$ cat src/rtl/seq_shift_add_multiplier_if.sv
// Start/busy/done handshake bundle for the shift-add multiplier.
// Master drives the request and operands; slave returns status and product.
interface seq_shift_add_multiplier_if #(
  parameter int A_WIDTH = 4,
  parameter int B_WIDTH = 3
);
  logic                       start;
  logic [A_WIDTH-1:0]         A;
  logic [B_WIDTH-1:0]         B;
  logic                       busy;
  logic                       done;
  logic [A_WIDTH+B_WIDTH-1:0] Y;

  modport master (
    output start, A, B,
    input  busy, done, Y
  );

  modport slave (
    input  start, A, B,
    output busy, done, Y
  );
endinterface

$ cat src/rtl/seq_shift_add_multiplier.sv
// Iterative unsigned shift-add multiplier, one partial product per clock.
// Optional SEQMUL_EARLY_TERM_EN: finish once the remaining multiplier bits are zero.
module seq_shift_add_multiplier #(
  parameter int A_WIDTH = 4,
  parameter int B_WIDTH = 3
) (
  input logic                    clk,
  input logic                    rst_n,
  seq_shift_add_multiplier_if.slave bus
);
  localparam int PW = A_WIDTH + B_WIDTH;
  localparam int CW = $clog2(B_WIDTH) + 1;
  localparam logic [CW-1:0] LAST = CW'(B_WIDTH - 1);

  typedef enum logic [1:0] {
    IDLE,
    RUN,
    DONE
  } state_e;

  state_e             state_q;
  logic [PW-1:0]      mcand_q;
  logic [PW-1:0]      acc_q;
  logic [PW-1:0]      y_q;
  logic [B_WIDTH-1:0] mreg_q;
  logic [CW-1:0]      cnt_q;
  logic               busy_q;
  logic               done_q;

  logic [PW-1:0]      acc_d;
  logic [B_WIDTH-1:0] mreg_d;
  logic               last_d;
  logic               accept_d;

  always_comb begin
    acc_d    = mreg_q[0] ? acc_q + mcand_q : acc_q;
    mreg_d   = mreg_q >> 1;
`ifdef SEQMUL_EARLY_TERM_EN
    // Remaining multiplier bits all zero: acc_d is already the product.
    last_d   = (cnt_q == LAST) || (mreg_d == '0);
`else
    last_d   = (cnt_q == LAST);
`endif
    accept_d = bus.start && (state_q != RUN);
  end

  always_ff @(posedge clk or negedge rst_n) begin
    if (!rst_n) begin
      state_q <= IDLE;
      mcand_q <= '0;
      acc_q   <= '0;
      y_q     <= '0;
      mreg_q  <= '0;
      cnt_q   <= '0;
      busy_q  <= 1'b0;
      done_q  <= 1'b0;
    end else begin
      case (state_q)
        RUN: begin
          acc_q   <= acc_d;
          mcand_q <= mcand_q << 1;
          mreg_q  <= mreg_d;
          cnt_q   <= cnt_q + CW'(1);
          if (last_d) begin
            y_q     <= acc_d;
            state_q <= DONE;
            busy_q  <= 1'b0;
            done_q  <= 1'b1;
          end
        end
        default: begin
          if (accept_d) begin
            mcand_q <= PW'(bus.A);
            mreg_q  <= bus.B;
            acc_q   <= '0;
            cnt_q   <= '0;
            state_q <= RUN;
            busy_q  <= 1'b1;
            done_q  <= 1'b0;
          end else begin
            state_q <= IDLE;
            busy_q  <= 1'b0;
            done_q  <= 1'b0;
          end
        end
      endcase
    end
  end

  assign bus.busy = busy_q;
  assign bus.done = done_q;
  assign bus.Y    = y_q;
endmodule

$ cat src/flat_wrapper.sv
// flat-port wrapper written by rule: the top's interface ports become plain ports
module seq_shift_add_multiplier_flat 
#(
  parameter int A_WIDTH = 4,
  parameter int B_WIDTH = 3
)
  (clk, rst_n, bus_start, bus_A, bus_B, bus_busy, bus_done, bus_Y);
  seq_shift_add_multiplier_if #(.A_WIDTH(A_WIDTH), .B_WIDTH(B_WIDTH)) bus_i ();
  input logic clk;
  input logic rst_n;
  input wire logic [$bits(bus_i.start)-1:0] bus_start;
  input wire logic [$bits(bus_i.A)-1:0] bus_A;
  input wire logic [$bits(bus_i.B)-1:0] bus_B;
  output wire logic [$bits(bus_i.busy)-1:0] bus_busy;
  output wire logic [$bits(bus_i.done)-1:0] bus_done;
  output wire logic [$bits(bus_i.Y)-1:0] bus_Y;
  assign bus_i.start = bus_start;
  assign bus_i.A = bus_A;
  assign bus_i.B = bus_B;
  assign bus_busy = bus_i.busy;
  assign bus_done = bus_i.done;
  assign bus_Y = bus_i.Y;
  seq_shift_add_multiplier #(.A_WIDTH(A_WIDTH), .B_WIDTH(B_WIDTH)) u_core (.clk(clk), .rst_n(rst_n), .bus(bus_i));
endmodule
$ cat config.mk
export PLATFORM = sky130hd
export DESIGN_NAME = seq_shift_add_multiplier_flat
export DESIGN_NICKNAME = d
export VERILOG_FILES = /design/src/rtl/seq_shift_add_multiplier_if.sv /design/src/rtl/seq_shift_add_multiplier.sv /design/src/flat_wrapper.sv
export SDC_FILE = /design/constraint.sdc
export NUM_CORES = 1
export LEC_CHECK = 0
export ABC_CLOCK_PERIOD_IN_PS = 2040
export BUFFER_PORTS_ARGS = -buffer_cell sky130_fd_sc_hd__buf_4
export CORE_ASPECT_RATIO = 0.5
export CORE_MARGIN = 4
export CORE_UTILIZATION = 45
export CTS_CLUSTER_SIZE = 28
export DETAILED_ROUTE_END_ITERATION = 8
export SYNTH_ARGS = -nofsm -noshare
export SYNTH_HDL_FRONTEND = slang
export SYNTH_SLANG_ARGS = --single-unit
$ cat constraint.sdc
create_clock -name clk -period 2.04 [get_ports clk]
set_input_delay 0.204 -clock clk [delete_from_list [all_inputs] [get_ports clk]]
set_output_delay 0.204 -clock clk [all_outputs]
set_load 0.03 [all_outputs]
# ---- Word-level counts from Yosys, hierarchy flattened
# Index checks and enable logic that the tools add are counted.
dict set report classes {
  n_addsub 2
  eq_ne 4
  mux 17
  n_reduce_logical 3
}
# op n
set ops {}
lappend ops {{$mux 7} 5}
lappend ops {{$mux 3} 4}
lappend ops {{$add 7x7->7} 1}
lappend ops {{$mux 1} 6}
lappend ops {{$mux 2} 2}
lappend ops {{$ne 2x1->1 const B} 2}
lappend ops {{$add 3x1->3 const B} 1}
lappend ops {{$eq 3x2->1 const B} 1}
lappend ops {{$eq 2x1->1 const B} 1}
lappend ops {{$reduce_and 2->1} 1}
lappend ops {{$reduce_bool 2->1} 1}
lappend ops {{$logic_and 1x1->1} 1}
dict set report word_totals {
  register_bits 31
  in_bits 10
  output_inout_bits 9
  word_cells 34
}

# ---- Longest topological paths before layout
# Gate-level depths: netlist of run 1.
dict set report depth {
  ltp_word 4
  ltp_mapped 7
  ltp_nobuf 7
}

# ---- Least setup slack after synthesis of run 1
# OpenSTA, ideal clock, no wires.
dict set report synth_path {
  kind {register -> register}
  from {register u_core.acc_q[0]}
  to {register u_core.y_q[4] (netlist: u_core.bus.Y[4])}
  t_arrival_ns 1.703
  t_required_ns 1.957
  setup_slack_ns 0.254
  path_stages_with_launch 8
  path_buffers 0
  cell_sequence {dfrtp_1 > ha_1 > fa_1 > a21o_1 > a21oi_1 > xnor2_1 > mux2i_1 > o21ai_0}
}
dict set report synth_between {
  elab_chain_cells 2
}
# element line
set synth_rtl {}
lappend synth_rtl {{from (decl)} seq_shift_add_multiplier.sv:23} ;# logic [PW-1:0] acc_q;
lappend synth_rtl {{from (signal assigned)} seq_shift_add_multiplier.sv:51} ;# acc_q <= '0;
lappend synth_rtl {{from (signal assigned)} seq_shift_add_multiplier.sv:60} ;# acc_q <= acc_d;
lappend synth_rtl {{from (signal assigned)} seq_shift_add_multiplier.sv:75} ;# acc_q <= '0;
lappend synth_rtl {{$add 7x7->7} seq_shift_add_multiplier.sv:36} ;# acc_d = mreg_q[0] ? acc_q + mcand_q : acc_q;
lappend synth_rtl {{$mux 7} seq_shift_add_multiplier.sv:36}
lappend synth_rtl {{to (signal assigned)} seq_shift_add_multiplier.sv:52} ;# y_q <= '0;
lappend synth_rtl {{to (signal assigned)} seq_shift_add_multiplier.sv:65} ;# y_q <= acc_d;
lappend synth_rtl {{to (decl)} seq_shift_add_multiplier.sv:24} ;# logic [PW-1:0] y_q;
# No other way between the ends.
# A chain may end at the register's enable or synchronous reset.

# ---- Worst setup path after layout of run 1
dict set report layout_path {
  from {register u_core.mcand_q[1]}
  to {register u_core.y_q[5] (netlist: u_core.bus.Y[5])}
}
dict set report layout_between {
  elab_chain_cells 2
}
# element line
set layout_rtl {}
lappend layout_rtl {{from (decl)} seq_shift_add_multiplier.sv:22} ;# logic [PW-1:0] mcand_q;
lappend layout_rtl {{from (signal assigned)} seq_shift_add_multiplier.sv:61} ;# mcand_q <= mcand_q << 1;
lappend layout_rtl {{from (signal assigned)} seq_shift_add_multiplier.sv:73} ;# mcand_q <= PW'(bus.A);
lappend layout_rtl {{$add 7x7->7} seq_shift_add_multiplier.sv:36}
lappend layout_rtl {{$mux 7} seq_shift_add_multiplier.sv:36}
# No other way between the ends.

==> results.md, run 1 <==
- The worst setup path is of the reg2reg kind.
- Setup repair after global routing left no endpoint under its margin.
- The period utilization is 91.2%.
- The die covers 0.00445 mm2.
- The analysis attributes to cell leakage a power of 0.000894 uW.
- STA classifies the critical path startpoint as a flop.
- The largest clock skew in the final design is 0.00838 ns.
- The number of placed instances, taps included, is 202.
- The number of clock buffers added by TritonCTS is 5.
- The post-synthesis instance area is 0.00153 mm2.
- The sum of negative setup slack is 0 ns.
- The core area is 0.00312 mm2.
- The highest metal layer carrying signal wires in the routed design is met4.
- In this run the worst path has a maximum fanout of 4.
- The number of synthesized register bits is 29.
- A synthesized cell averages 10.5 um2.
- The total area of sequential cells is 726 um2.
- The number of antenna diodes in the final layout is 0.
- The gate count of the mapped netlist is 146.
- In this run the post-CTS setup repair buffer count came out at 0.
- The number of iterations in the first detailed-routing pass is 4.
- The maximum level of the CTS H-tree is 2.
- The final HPWL from detailed placement is 2290 um.
- The initial utilization of the core area, before any placement, comes to 49.0%.
- The number of max-cap violations is 0.
- The detail route stage leaves a number of antenna-violating nets equal to 0.
- The number of vias in the routed layout is 1132.
- The met2 wire length is 1170 um.
- The longest clock path from root to sink contains 2 buffers.
- The post-route netlist has 21.6% of its cells at a drive strength greater than 1.
- The number of antenna violations at the first check in global routing is 0.
- The height of the die is 49.2 um.
- Derived from the worst setup path, the maximum achievable clock frequency is 537 MHz.
- Entering global routing, the biggest net connects 30 pins.
- The first global-routing pass estimated 5390 um of wire.
- Measured along the x axis, the die boundary spans 90.4 um.
- The share of the Yosys chip area taken by registers is 47.5%.
- The remaining global-route overflow is 0.
- The path class of the tightest hold or removal check is in2reg.
- The measured slew at the worst slew-check pin is 0.519 ns.
- The wire length on met1 is 1700 um.
- The clock latency on the worst-skew pair is 0.28 ns.
- Setup violations remaining at the end of the flow were counted as 0.
- The flow ran to the end, and the final reports show no timing, DRC or antenna violations.
- The fill cell instance count of the final layout is 262.
- The number of remaining DRC errors is 0.
- Dividing the detail-routed via count by the number of cells gives 5.36.
- The detailed-route wire length is 3140 um.
- The worst ir drop on vdd is 702 uV.
- The via count of the first global-routing pass came to 1094.
- After clock tree synthesis, the clock-pin slew on the worst setup and hold paths is 0.07 ns.
- The cell row count is 14.
- Global routing used 15.6% of the available tracks.
- The number of nets at the end of the flow is 189.
- At the worst endpoint, the required time is 2.21 ns.
- The arrival time reported for the critical path endpoint is 2.03 ns.
- The number of clock sinks seen by CTS is 29.
- The number of slew-limit violations in the final report came to 0.
- The area overhead of the layout relative to synthesis is 20.7%.
- TritonCTS built the clock tree.
- The multi-input logic area is 771 um2.
- The congestion estimate from routability-driven global placement came to 0.799.
- The tree is rooted in a sky130_fd_sc_hd__clkbuf_8.
- The routed wire length per instance is 14.9 um.
- The final hold violation count was 0.
- The final standard cell count with taps included and fillers excluded is 211.
- The number of warnings reported in the yosys synthesis log is 0.
- The routed design uses 215 um of met3 wire.
- The endpoint type of the worst setup path is a flop.
- Dividing total power by cell area gives a power density of 1570 mW/mm2.
- When the netlist entered floorplanning its net count stood at 165.
- The post-synthesis cell type count is 38.
- The worst slew margin relative to its limit is 65.3%.
- After layout, the minimum clock period comes to 1.86 ns.
- During I/O placement, the number of pins put on the boundary was 19.
- The number of buffer cells added on primary ports is 18.
- The DRC violation total after the first TritonRoute iteration is 48.
[worst max-delay path, cell delays in order, from the launching register on]
cell                       delay, ns
sky130_fd_sc_hd__dfrtp_1        0.45
sky130_fd_sc_hd__ha_1           0.33
sky130_fd_sc_hd__a211oi_1       0.26
sky130_fd_sc_hd__o21bai_1       0.13
sky130_fd_sc_hd__a21oi_2        0.21
sky130_fd_sc_hd__mux2i_1        0.11
sky130_fd_sc_hd__a211o_1        0.26
[flip-flops by register name, indices dropped and copies added, names as in the netlist]
| register | cells |
|---|---|
| u_core.acc_q | 7 |
| u_core.bus.Y | 7 |
| u_core.cnt_q | 3 |
| u_core.mcand_q | 7 |
| u_core.mreg_q | 3 |
| u_core.state_q | 2 |
[cells by family after synthesis]
family,Yosys count,synth area share [%]
DFF,29,47.5
and+or+nand+nor,45,15.5
adders and majority gates,9,7.86
buffers and inverters,8,2.29
xor gates and xnor gates,5,2.86
AOI/OAI and AO/OA,38,16.1
muxes,12,7.86
[synth_stat cells, drive strengths merged]
| master | number | area [um2] |
|---|---|---|
| clkbuf | 1 | 3.75 |
| nor2b | 2 | 12.5 |
| o21bai | 2 | 15.0 |
| nor3b | 1 | 7.51 |
| ha | 8 | 100 |
| o21ai | 19 | 95.1 |
| a21oi | 5 | 32.5 |
| o31ai | 1 | 7.51 |
| o221ai | 1 | 8.76 |
| a22o | 5 | 43.8 |
| inv | 2 | 7.50 |
| fa | 1 | 20.0 |
| buf | 5 | 23.8 |
| nor2 | 5 | 21.3 |
| nand3 | 1 | 5.00 |
| mux2i | 12 | 120 |
| and2 | 1 | 6.26 |
| xor2 | 1 | 8.76 |
| nand4bb | 1 | 11.3 |
| nand3b | 8 | 63.8 |
| nand2 | 22 | 82.6 |
| a211oi | 1 | 7.51 |
| dfrtp | 29 | 726 |
| nor4 | 1 | 6.26 |
| o2111a | 1 | 11.3 |
| a21o | 2 | 16.3 |
| nand2b | 1 | 6.26 |
| nor3 | 2 | 15.0 |
| xnor2 | 4 | 35.0 |
| a211o | 1 | 8.76 |
[cells in the final DEF, fill, tap and decap left out, types with 2 or more instances in the layout]
cell,netlist,final
sky130_fd_sc_hd__a21oi_2,2,2
sky130_fd_sc_hd__buf_4,0,22
sky130_fd_sc_hd__clkbuf_8,0,6
sky130_fd_sc_hd__nor2_1,4,4
sky130_fd_sc_hd__nand2_1,22,22
sky130_fd_sc_hd__nand3b_1,7,7
sky130_fd_sc_hd__nor2b_1,2,2
sky130_fd_sc_hd__o21bai_1,2,2
sky130_fd_sc_hd__xnor2_1,4,4
sky130_fd_sc_hd__a21oi_1,3,3
sky130_fd_sc_hd__a22o_1,5,5
sky130_fd_sc_hd__ha_1,8,8
sky130_fd_sc_hd__o21ai_0,17,17
sky130_fd_sc_hd__o21ai_1,2,2
sky130_fd_sc_hd__mux2i_1,12,12
sky130_fd_sc_hd__dfrtp_1,29,29
[routing by layer]
metal  global-route usage (%)  vias up
li1                         -      573
met1                     23.3      520
met2                     20.6       32
met3                     5.55        7
met4                     4.57        0
met5                        0        -
[final cells by class]
type / count / area share [%]
clock buffers: 7 / 4.68
multi-input cells: 109 / 41.8
well taps: 40 / 2.71
inverters: 2 / 0.407
flip-flops and latches: 29 / 39.3
repair buffers: 23 / 9.49
clock inverters: 1 / 1.63
[power by group]
part / internal, uW / leakage [uW] / switching [uW]
Clock: 398 / 0.0000585 / 223
Combinational: 524 / 0.000453 / 756
Sequential: 803 / 0.000382 / 191
Total: 1720 / 0.000894 / 1170
[worst paths after layout]
path	start	end	slack, ns	cells past startpoint
worst max-delay path	u_core.mcand_q[1]	u_core.bus.Y[5]	0.18	6
worst min-delay path	bus_A[0]	u_core.mcand_q[0]	0.17	3
worst max register to register	u_core.mcand_q[1]	u_core.bus.Y[5]	0.18	6
worst min register to register	u_core.bus.Y[2]	u_core.bus.Y[2]	0.48	2
max in group asynchronous	rst_n	u_core.acc_q[1]	1.37	2
min in group asynchronous	rst_n	u_core.cnt_q[0]	0.38	2
[stage by stage]
step / hold slack [ns] / instance area [um2] / worst slack, ns / util [%] / power, uW
floorplan: -0.0916 / 1530 / 0.254 / - / 1870
global placement: 0.149 / 1720 / 0.185 / 55.1 / 2250
detailed placement: 0.155 / 1720 / 0.112 / 55.1 / 2280
CTS: 0.169 / 1840 / 0.122 / 59.1 / 2900
global route: 0.189 / 1850 / 0.0428 / 59.2 / 3110
finish: 0.172 / 1850 / 0.179 / 59.2 / 2890
[repair_timing]
action / CTS / global route
hold buffers: 1 / 0
hold endpoints to repair: 29 / 0
endpoints found under the setup margin: 0 / 2
resized for setup: 0 / 1
Power figures use the tool's default switching activity.
==> inputs of run 2 (changes only) <==
--- a/config.mk
+++ b/config.mk
@@ -5,11 +5,12 @@
 export SDC_FILE = /design/constraint.sdc
 export NUM_CORES = 1
 export LEC_CHECK = 0
-export ABC_CLOCK_PERIOD_IN_PS = 2040
+export ABC_CLOCK_PERIOD_IN_PS = 1900
 export BUFFER_PORTS_ARGS = -buffer_cell sky130_fd_sc_hd__buf_4
 export CORE_ASPECT_RATIO = 0.5
 export CORE_MARGIN = 4
 export CORE_UTILIZATION = 45
+export CTS_BUF_LIST = sky130_fd_sc_hd__clkbuf_2
 export CTS_CLUSTER_SIZE = 28
 export DETAILED_ROUTE_END_ITERATION = 8
 export SYNTH_ARGS = -nofsm -noshare
==> constraint.sdc (replaced) <==
create_clock -name clk -period 1.9 [get_ports clk]
set_input_delay 0.19 -clock clk [delete_from_list [all_inputs] [get_ports clk]]
set_output_delay 0.19 -clock clk [all_outputs]
set_load 0.03 [all_outputs]
==> run 2 against run 1 <==
  * Total power fell by 0.77%
  * Global-route usage decreased by 0.10 points
  * Die area unchanged
  * Critical path type unchanged
==> results.md, run 2 (synthesis gave the netlist of run 1 again) <==
- The flow ran to the end, and the final reports show no timing, DRC or antenna violations.
- The critical path in this run is classified as reg2reg.
- The final standard cell count with taps included and fillers excluded is 218.
- In this run the core area contains 14 standard-cell rows.
- VDD sags by at most 860 uV.
- Of all nets on the critical path, the largest fanout is 3.
- The area of the die is 0.00445 mm2.
- The most common library cell in the layout ignoring fill and taps is sky130_fd_sc_hd__buf_4.
- Dividing the final minimum period by the clock period gives 98.0%.
- From synthesis to final layout, the design area changed by 21.0%.
- Measured against its own limit, the worst slew margin works out to 66.1%.
- The DRC violation total after the first TritonRoute iteration is 38.
- After detailed routing, the total wire length is 3220 um.
- The slowest stage of the critical path is the sky130_fd_sc_hd__dfrtp_1 cell.
- For this design the total switching power over the nets is 1270 uW.
- The worst register-to-register path begins at u_core.acc_q[0].
- The leakage power is 0.000902 uW.
- The final critical path time including I/O delays and setup is 1.86 ns.
- The delay of the slowest critical-path stage is 0.44 ns.
- The via count of the first global-routing pass is 1120.
- Together, buffers and inverters on the worst path number 0.
- The fill cell instance count of the final layout is 290.
- The endpoint type of the worst setup path is a flop.
- In the final routed layout, each cell accounts on average for 14.8 um.
- The die is 49.2 um tall.
- Walking the worst path, the cells encountered are ha_4 -> fa_2 -> a21oi_2 -> o2111a_1 -> nor3_2 -> xor2_1 -> o21ai_1.
- The number of placed I/O pins is 19.
- The count of nets left with antenna violations once routing finished came out at 0.
- The H-tree was split into 2 levels.
- The maximum clock frequency is 537 MHz.
- The first detailed-routing pass ran for 4 iterations.
- The multi-input logic area is 800 um2.
- Overall power consumption after layout is estimated at 2870 uW.
- The number of slew-limit violations in the final report is 0.
- The buffer depth of the longest clock path is 2.
- In this run the standard cell core region covers 0.00312 mm2.
- After detailed routing, the number of vias per cell comes to 5.25.
- For this run, design rule violations remaining after detail routing come to 0.
- The root cell of the clock tree is sky130_fd_sc_hd__clkbuf_2.
- After detailed placement, the design holds a cell count of 205.
- The number of buffer cells added on primary ports is 18.
- The first global-routing pass estimated 5390 um of wire.
- The data required time of the critical path is 2.19 ns.
- For the pin with the worst max-slew slack, the measured transition is 0.507 ns.
- The total area of sequential cells is 728 um2.
- The initial standard-cell utilization of the core is 49.0%.
- The share of power burned in combinational logic is 52.6%.
- The power density normalized to cell area is 1550 mW/mm2.
- Of the total power, the clock network draws 10.2%.
- Across all layers, the routed design uses 1144 vias.
- The worst min-delay path startpoint is bus_B[2].
- The count of cell instances traversed by the critical path is 7.
- For the final database, setup skew stands at 0.00255 ns.
- Setup repair after global routing could not meet its margin everywhere.
- The width of the die is 90.4 um.
- Entering global routing, the biggest net connects 30 pins.
- STA classifies the critical path startpoint as a flop.
- The number of nets at the end of the flow is 196.
- The number of buffers created by CTS is 5.
- The repair_antennas step left the layout with diodes totalling 0.
- The type of the worst min-delay path is in2reg.
- The proportion of layout cells with a drive suffix above 1 is 27.5%.
- The number of clock sinks seen by CTS is 29.
- The clock tree from TritonCTS is built.
- The cell-internal power is 1610 uW.
- The cell family contributing the most delay on the critical path is adder cells.
- The final hold violation count was 0.
- Tracing the worst setup path back leads to its startpoint at u_core.acc_q[0].
- The arrival time reported for the critical path endpoint is 2.15 ns.
- The final HPWL from detailed placement is 2300 um.
- In the layout the commonest cells are sky130_fd_sc_hd__buf_4, sky130_fd_sc_hd__dfrtp_1, sky130_fd_sc_hd__nand2_1, sky130_fd_sc_hd__o21ai_0, sky130_fd_sc_hd__mux2i_1.
- Summed over all layers, the global routing overflow is 0.
- The total of endpoints with negative setup slack in the final report is 0.
- At the end of routability-driven placement, the weighted congestion stood at 0.755.
- The clock latency on the worst-skew pair is 0.35 ns.
- The number of max-cap violations is 0.
- Adding up every negative setup slack in the final design gives 0 ns.
- The clock-pin slew on the worst setup and hold paths is 0.15 ns.
- The final standard cell utilization of the core is 59.3%.
- The switching part of the total power is 44.1%.
- The number of antenna violations at the first check in global routing came to 0.
- Measured in cells, the most critical reg-to-reg path has a length of 7.
- The cell count of the worst hold path is 3.
- The power share of the sequential group is 37.2%.
- Across every metal layer, demand over resource in global routing totals 15.5%.
-- run 2: cell count changes in the layout (fill, tap and decap cells not counted), moves of 2 or more --
cell	previous run	this run
sky130_fd_sc_hd__clkbuf_8	6	0
sky130_fd_sc_hd__clkbuf_2	0	5
sky130_fd_sc_hd__dfrtp_1	29	27
sky130_fd_sc_hd__clkinv_1	0	2
sky130_fd_sc_hd__dfrtp_2	0	2
sky130_fd_sc_hd__buf_4	22	29
-- run 2: timing repair --
| action | in CTS | in global routing |
|---|---|---|
| hold endpoints to repair | 29 | 0 |
| gates resized for setup | 1 | 8 |
| setup endpoints to repair | 3 | 5 |
| pin swaps | 0 | 4 |
| hold buffers | 1 | 0 |
| setup buffers | 0 | 4 |
-- run 2: final cells by class --
class / count / share of cell area, %
clock buffers: 5 / 1.35
clock inverters: 3 / 0.676
inverters: 2 / 0.406
multi-input cells: 109 / 43.2
flip-flops and latches: 29 / 39.4
well taps: 40 / 2.70
repair buffers: 30 / 12.3
-- run 2: worst paths after layout --
kind | endpoint | slack (ns)
max | u_core.bus.Y[6] | 0.04
min | u_core.mreg_q[2] | 0.07
max reg2reg | u_core.bus.Y[6] | 0.04
min reg2reg | u_core.bus.Y[2] | 0.49
max in group asynchronous | u_core.acc_q[1] | 1.31
min in group asynchronous | u_core.mreg_q[1] | 0.29
-- run 2: through the flow --
stage	area, um2	hold slack (ns)	setup WS, ns
2_1_floorplan	1530	-0.106	0.114
5_1_grt	1850	0.0343	-0.0434
3_3_place_gp	1740	0.138	0.0416
6_report	1850	0.0708	0.0380
4_1_cts	1790	0.0434	0.0361
3_5_place_dp	1740	0.139	-0.00111
-- run 2: metal layers --
| metal | share of wire (%) | up-vias | track usage (%) |
|---|---|---|---|
| li1 | - | 583 | - |
| met1 | 52 | 539 | 21.3 |
| met2 | 42 | 18 | 22.4 |
| met3 | 4.9 | 4 | 6.47 |
| met4 | 0.65 | 0 | 3.81 |
| met5 | 0 | - | 0 |
-- run 2: power by group through the flow --
stage / logic [uW] / clock network (uW) / registers, uW
3_5_place_dp: 1410 / 0 / 1080
5_1_grt: 1690 / 343 / 1110
6_report: 1510 / 292 / 1070
3_3_place_gp: 1380 / 0 / 1080
2_1_floorplan: 836 / 0 / 1170
4_1_cts: 1420 / 311 / 1070
-- run 2: worst reg2reg max path: cells and delay by family (launching register included) --
family / cells / cell delay (ns)
xor+xnor: 1 / 0.15
compound gates: 3 / 0.54
simple gates: 1 / 0.07
flops: 1 / 0.44
fa+ha+maj: 2 / 0.61
==> inputs of run 3 (changes only) <==
--- a/config.mk
+++ b/config.mk
@@ -7,8 +7,7 @@
 export LEC_CHECK = 0
 export ABC_CLOCK_PERIOD_IN_PS = 1900
 export BUFFER_PORTS_ARGS = -buffer_cell sky130_fd_sc_hd__buf_4
-export CORE_ASPECT_RATIO = 0.5
-export CORE_MARGIN = 4
+export CORE_ASPECT_RATIO = 1.25
 export CORE_UTILIZATION = 45
 export CTS_BUF_LIST = sky130_fd_sc_hd__clkbuf_2
 export CTS_CLUSTER_SIZE = 28
==> run 3 against run 2 <==
  * Combinational power fell by 7%
  * Setup slack got worse by 0.034 ns
  * Sequential share of layout area up 1.2 points
  * Global-route usage increased by 4.5 points
  * Flip-flop and latch count did not move
  * Register-to-register slack worse by 0.03 ns
  * Clock skew about the same
  * Total power decreased by 4.4%
  * Clock power shrank 5%
  * Largest cell class unchanged
==> results.md, run 3 (synthesis gave the netlist of run 1 again) <==
- The first global-routing pass estimated 5110 um of wire.
- The die is 54.1 um wide.
- The number of slew-limit violations in the final report is 0.
- The number of diodes added for antenna fixing is 0.
- Setup repair after global routing could not meet its margin everywhere.
- The maximum clock frequency is 528 MHz.
- The number of iterations in the first detailed-routing pass is 4.
- In this run the worst path has a maximum fanout of 3.
- Global routing used 23.3% of the available met1 tracks.
- The analysis attributes to cell leakage a power of 0.000865 uW.
- The largest net degree at the start of global routing is 30.
- For this run, global-route usage on met3 was measured as 6.76%.
- The tool flagged a number of max-cap violations equal to 0.
- The floorplan step defined a core boundary enclosing 0.00322 mm2.
- The clock tree from TritonCTS is built.
- Routability-driven placement finished with a final weighted congestion of 0.864.
- In the routed design, unresolved DRC markers number 0.
- The arrival time reported for the critical path endpoint is 2.12 ns.
- The buffer depth of the longest clock path is 2.
- The worst slew margin relative to its limit is 67.4%.
- The total overflow left after global routing is 0.
- The number of buffers created by CTS is 5.
- In the layout the commonest cells are sky130_fd_sc_hd__dfrtp_1, sky130_fd_sc_hd__nand2_1, sky130_fd_sc_hd__buf_4, sky130_fd_sc_hd__o21ai_0, sky130_fd_sc_hd__mux2i_1.
- The final hold violation count was 0.
- Global routing used 20.0% of the available tracks.
- The post-route antenna net violation count is 0.
- The number of antenna violations at the first check in global routing came to 0.
- The number of placed I/O pins is 19.
- The worst ir drop on vdd is 845 uV.
- The fill cell instance count of the final layout is 300.
- The start point of the critical path is u_core.mcand_q[0].
- The area of the die is 0.00364 mm2.
- The height of the die is 67.2 um.
- The sum of negative setup slack is 0 ns.
- Global routing used 33.1% of the available met2 tracks.
- After layout, the minimum clock period comes to 1.90 ns.
- The period utilization is 99.8%.
- The floorplan has 23 rows.
- In this run the power density over the cells is 1530 mW/mm2.
- At the pin with the least slew margin, the transition time is 0.488 ns.
- Timing analysis after detailed placement gives a worst setup slack of -0.0107 ns.
- The worst setup path category is reg2reg.
- The DRC violation total after the first TritonRoute iteration is 16.
- Detailed placement finished with a half-perimeter wire length of 2160 um.
- The nature of the critical path startpoint is a flop.
- Using the TritonRoute via totals, the vias-per-cell ratio works out to 5.48.
- Counting every sink on the clock net gives 29.
- The most common library cell in the layout ignoring fill and taps is sky130_fd_sc_hd__dfrtp_1.
- For the worst setup path, the data required time is 2.13 ns.
- The total of endpoints with negative setup slack in the final report is 0.
- The endpoint type of the worst setup path is a flop.
- The startpoint identified for the worst register-to-register timing path is u_core.mcand_q[0].
- The routed wire length per instance is 14.1 um.
- In the final layout, the multi-input gates occupy 805 um2.
- In this run the most critical hold path is launched from bus_A[0].
- The type of the worst min-delay path is in2reg.
- After clock tree synthesis, the setup repair step added 0 buffers.
- The maximum level of the CTS H-tree is 2.
- The via count of the first global-routing pass was 1132.
- From synthesis to final layout, the design area changed by 17.4%.
- The clock latency on the worst-skew pair is 0.34 ns.
- The number of buffer cells added on primary ports is 18.
- The initial utilization of the core area, before any placement, comes to 47.4%.
- The number of vias in the routed layout is 1135.
- After the last flow step, the layout net total stands at 189.
- Summing all flip-flop and latch instances after layout gives 728 um2.
- The final critical-path setup slack is 0.00431 ns.
- In this run the clock root is driven by a sky130_fd_sc_hd__clkbuf_2.
- The post-route netlist has 25.9% of its cells at a drive strength greater than 1.
- Summed over all layers, the routed wires come to 2920 um.
- Clock skew on the completed layout was measured at 0.00301 ns.
- The layer flagged by global routing as most heavily used is met2.
- The clock-pin slew on the worst setup and hold paths is 0.13 ns.
- The run finished with clean final reports.
==> run 3: report_power, final <==
| part | internal, uW | total [uW] | switching (uW) |
|---|---|---|---|
| combinational | 585 | 1400 | 813 |
| clock | 85.8 | 277 | 191 |
| sequential | 862 | 1070 | 207 |
==> run 3: final cells by class <==
class | count | area share [%]
clock buffers | 6 | 1.67
well taps | 37 | 2.58
inverters | 2 | 0.418
flip-flops and latches | 29 | 40.6
multi-input cells | 109 | 44.8
repair buffers | 23 | 9.76
clock inverters | 1 | 0.209
==> run 3: layer usage <==
metal,wire length (um),up-vias
met2,1420,19
li1,-,569
met1,1350,541
met5,0,-
met3,103,6
met4,51,0
==> run 3: metrics by stage <==
step	hold WS (ns)	cell area, um2	cells	utilization (%)	power [uW]
after floorplan	-0.106	1530	146	-	2010
after global placement	0.130	1710	199	53.1	2370
after detailed placement	0.138	1710	199	53.1	2430
after CTS	0.0669	1760	207	54.6	2720
after global routing	0.0560	1800	207	55.7	3010
final	0.0892	1800	207	55.7	2740
==> run 3: worst paths after layout <==
| path | end | cells after the start | slack [ns] |
|---|---|---|---|
| setup / recovery | u_core.acc_q[6] | 7 | 0.004 |
| hold / removal | u_core.mcand_q[0] | 3 | 0.09 |
| setup reg to reg | u_core.acc_q[6] | 7 | 0.004 |
| hold reg to reg | u_core.cnt_q[2] | 1 | 0.49 |
| max in group asynchronous | u_core.mcand_q[1] | 2 | 1.33 |
| min in group asynchronous | u_core.bus.Y[5] | 2 | 0.28 |
==> run 3: what timing repair did <==
| action | in CTS | in global routing |
|---|---|---|
| gates cloned | 0 | 0 |
| hold buffers | 1 | 0 |
| gates resized for setup | 1 | 10 |
| endpoints found under the setup margin | 3 | 4 |
| pin swaps | 0 | 11 |
| endpoints found under the hold margin | 29 | 0 |
==> run 3: worst max-delay path, stage by stage (launching register included) <==
cell and delay (ns):
sky130_fd_sc_hd__dfrtp_1 0.43, sky130_fd_sc_hd__ha_2 0.21, sky130_fd_sc_hd__fa_2 0.44, sky130_fd_sc_hd__a21oi_4 0.18, sky130_fd_sc_hd__o2111a_2 0.24, sky130_fd_sc_hd__nor4_2 0.05
sky130_fd_sc_hd__o21ai_1 0.16, sky130_fd_sc_hd__o31ai_1 0.08
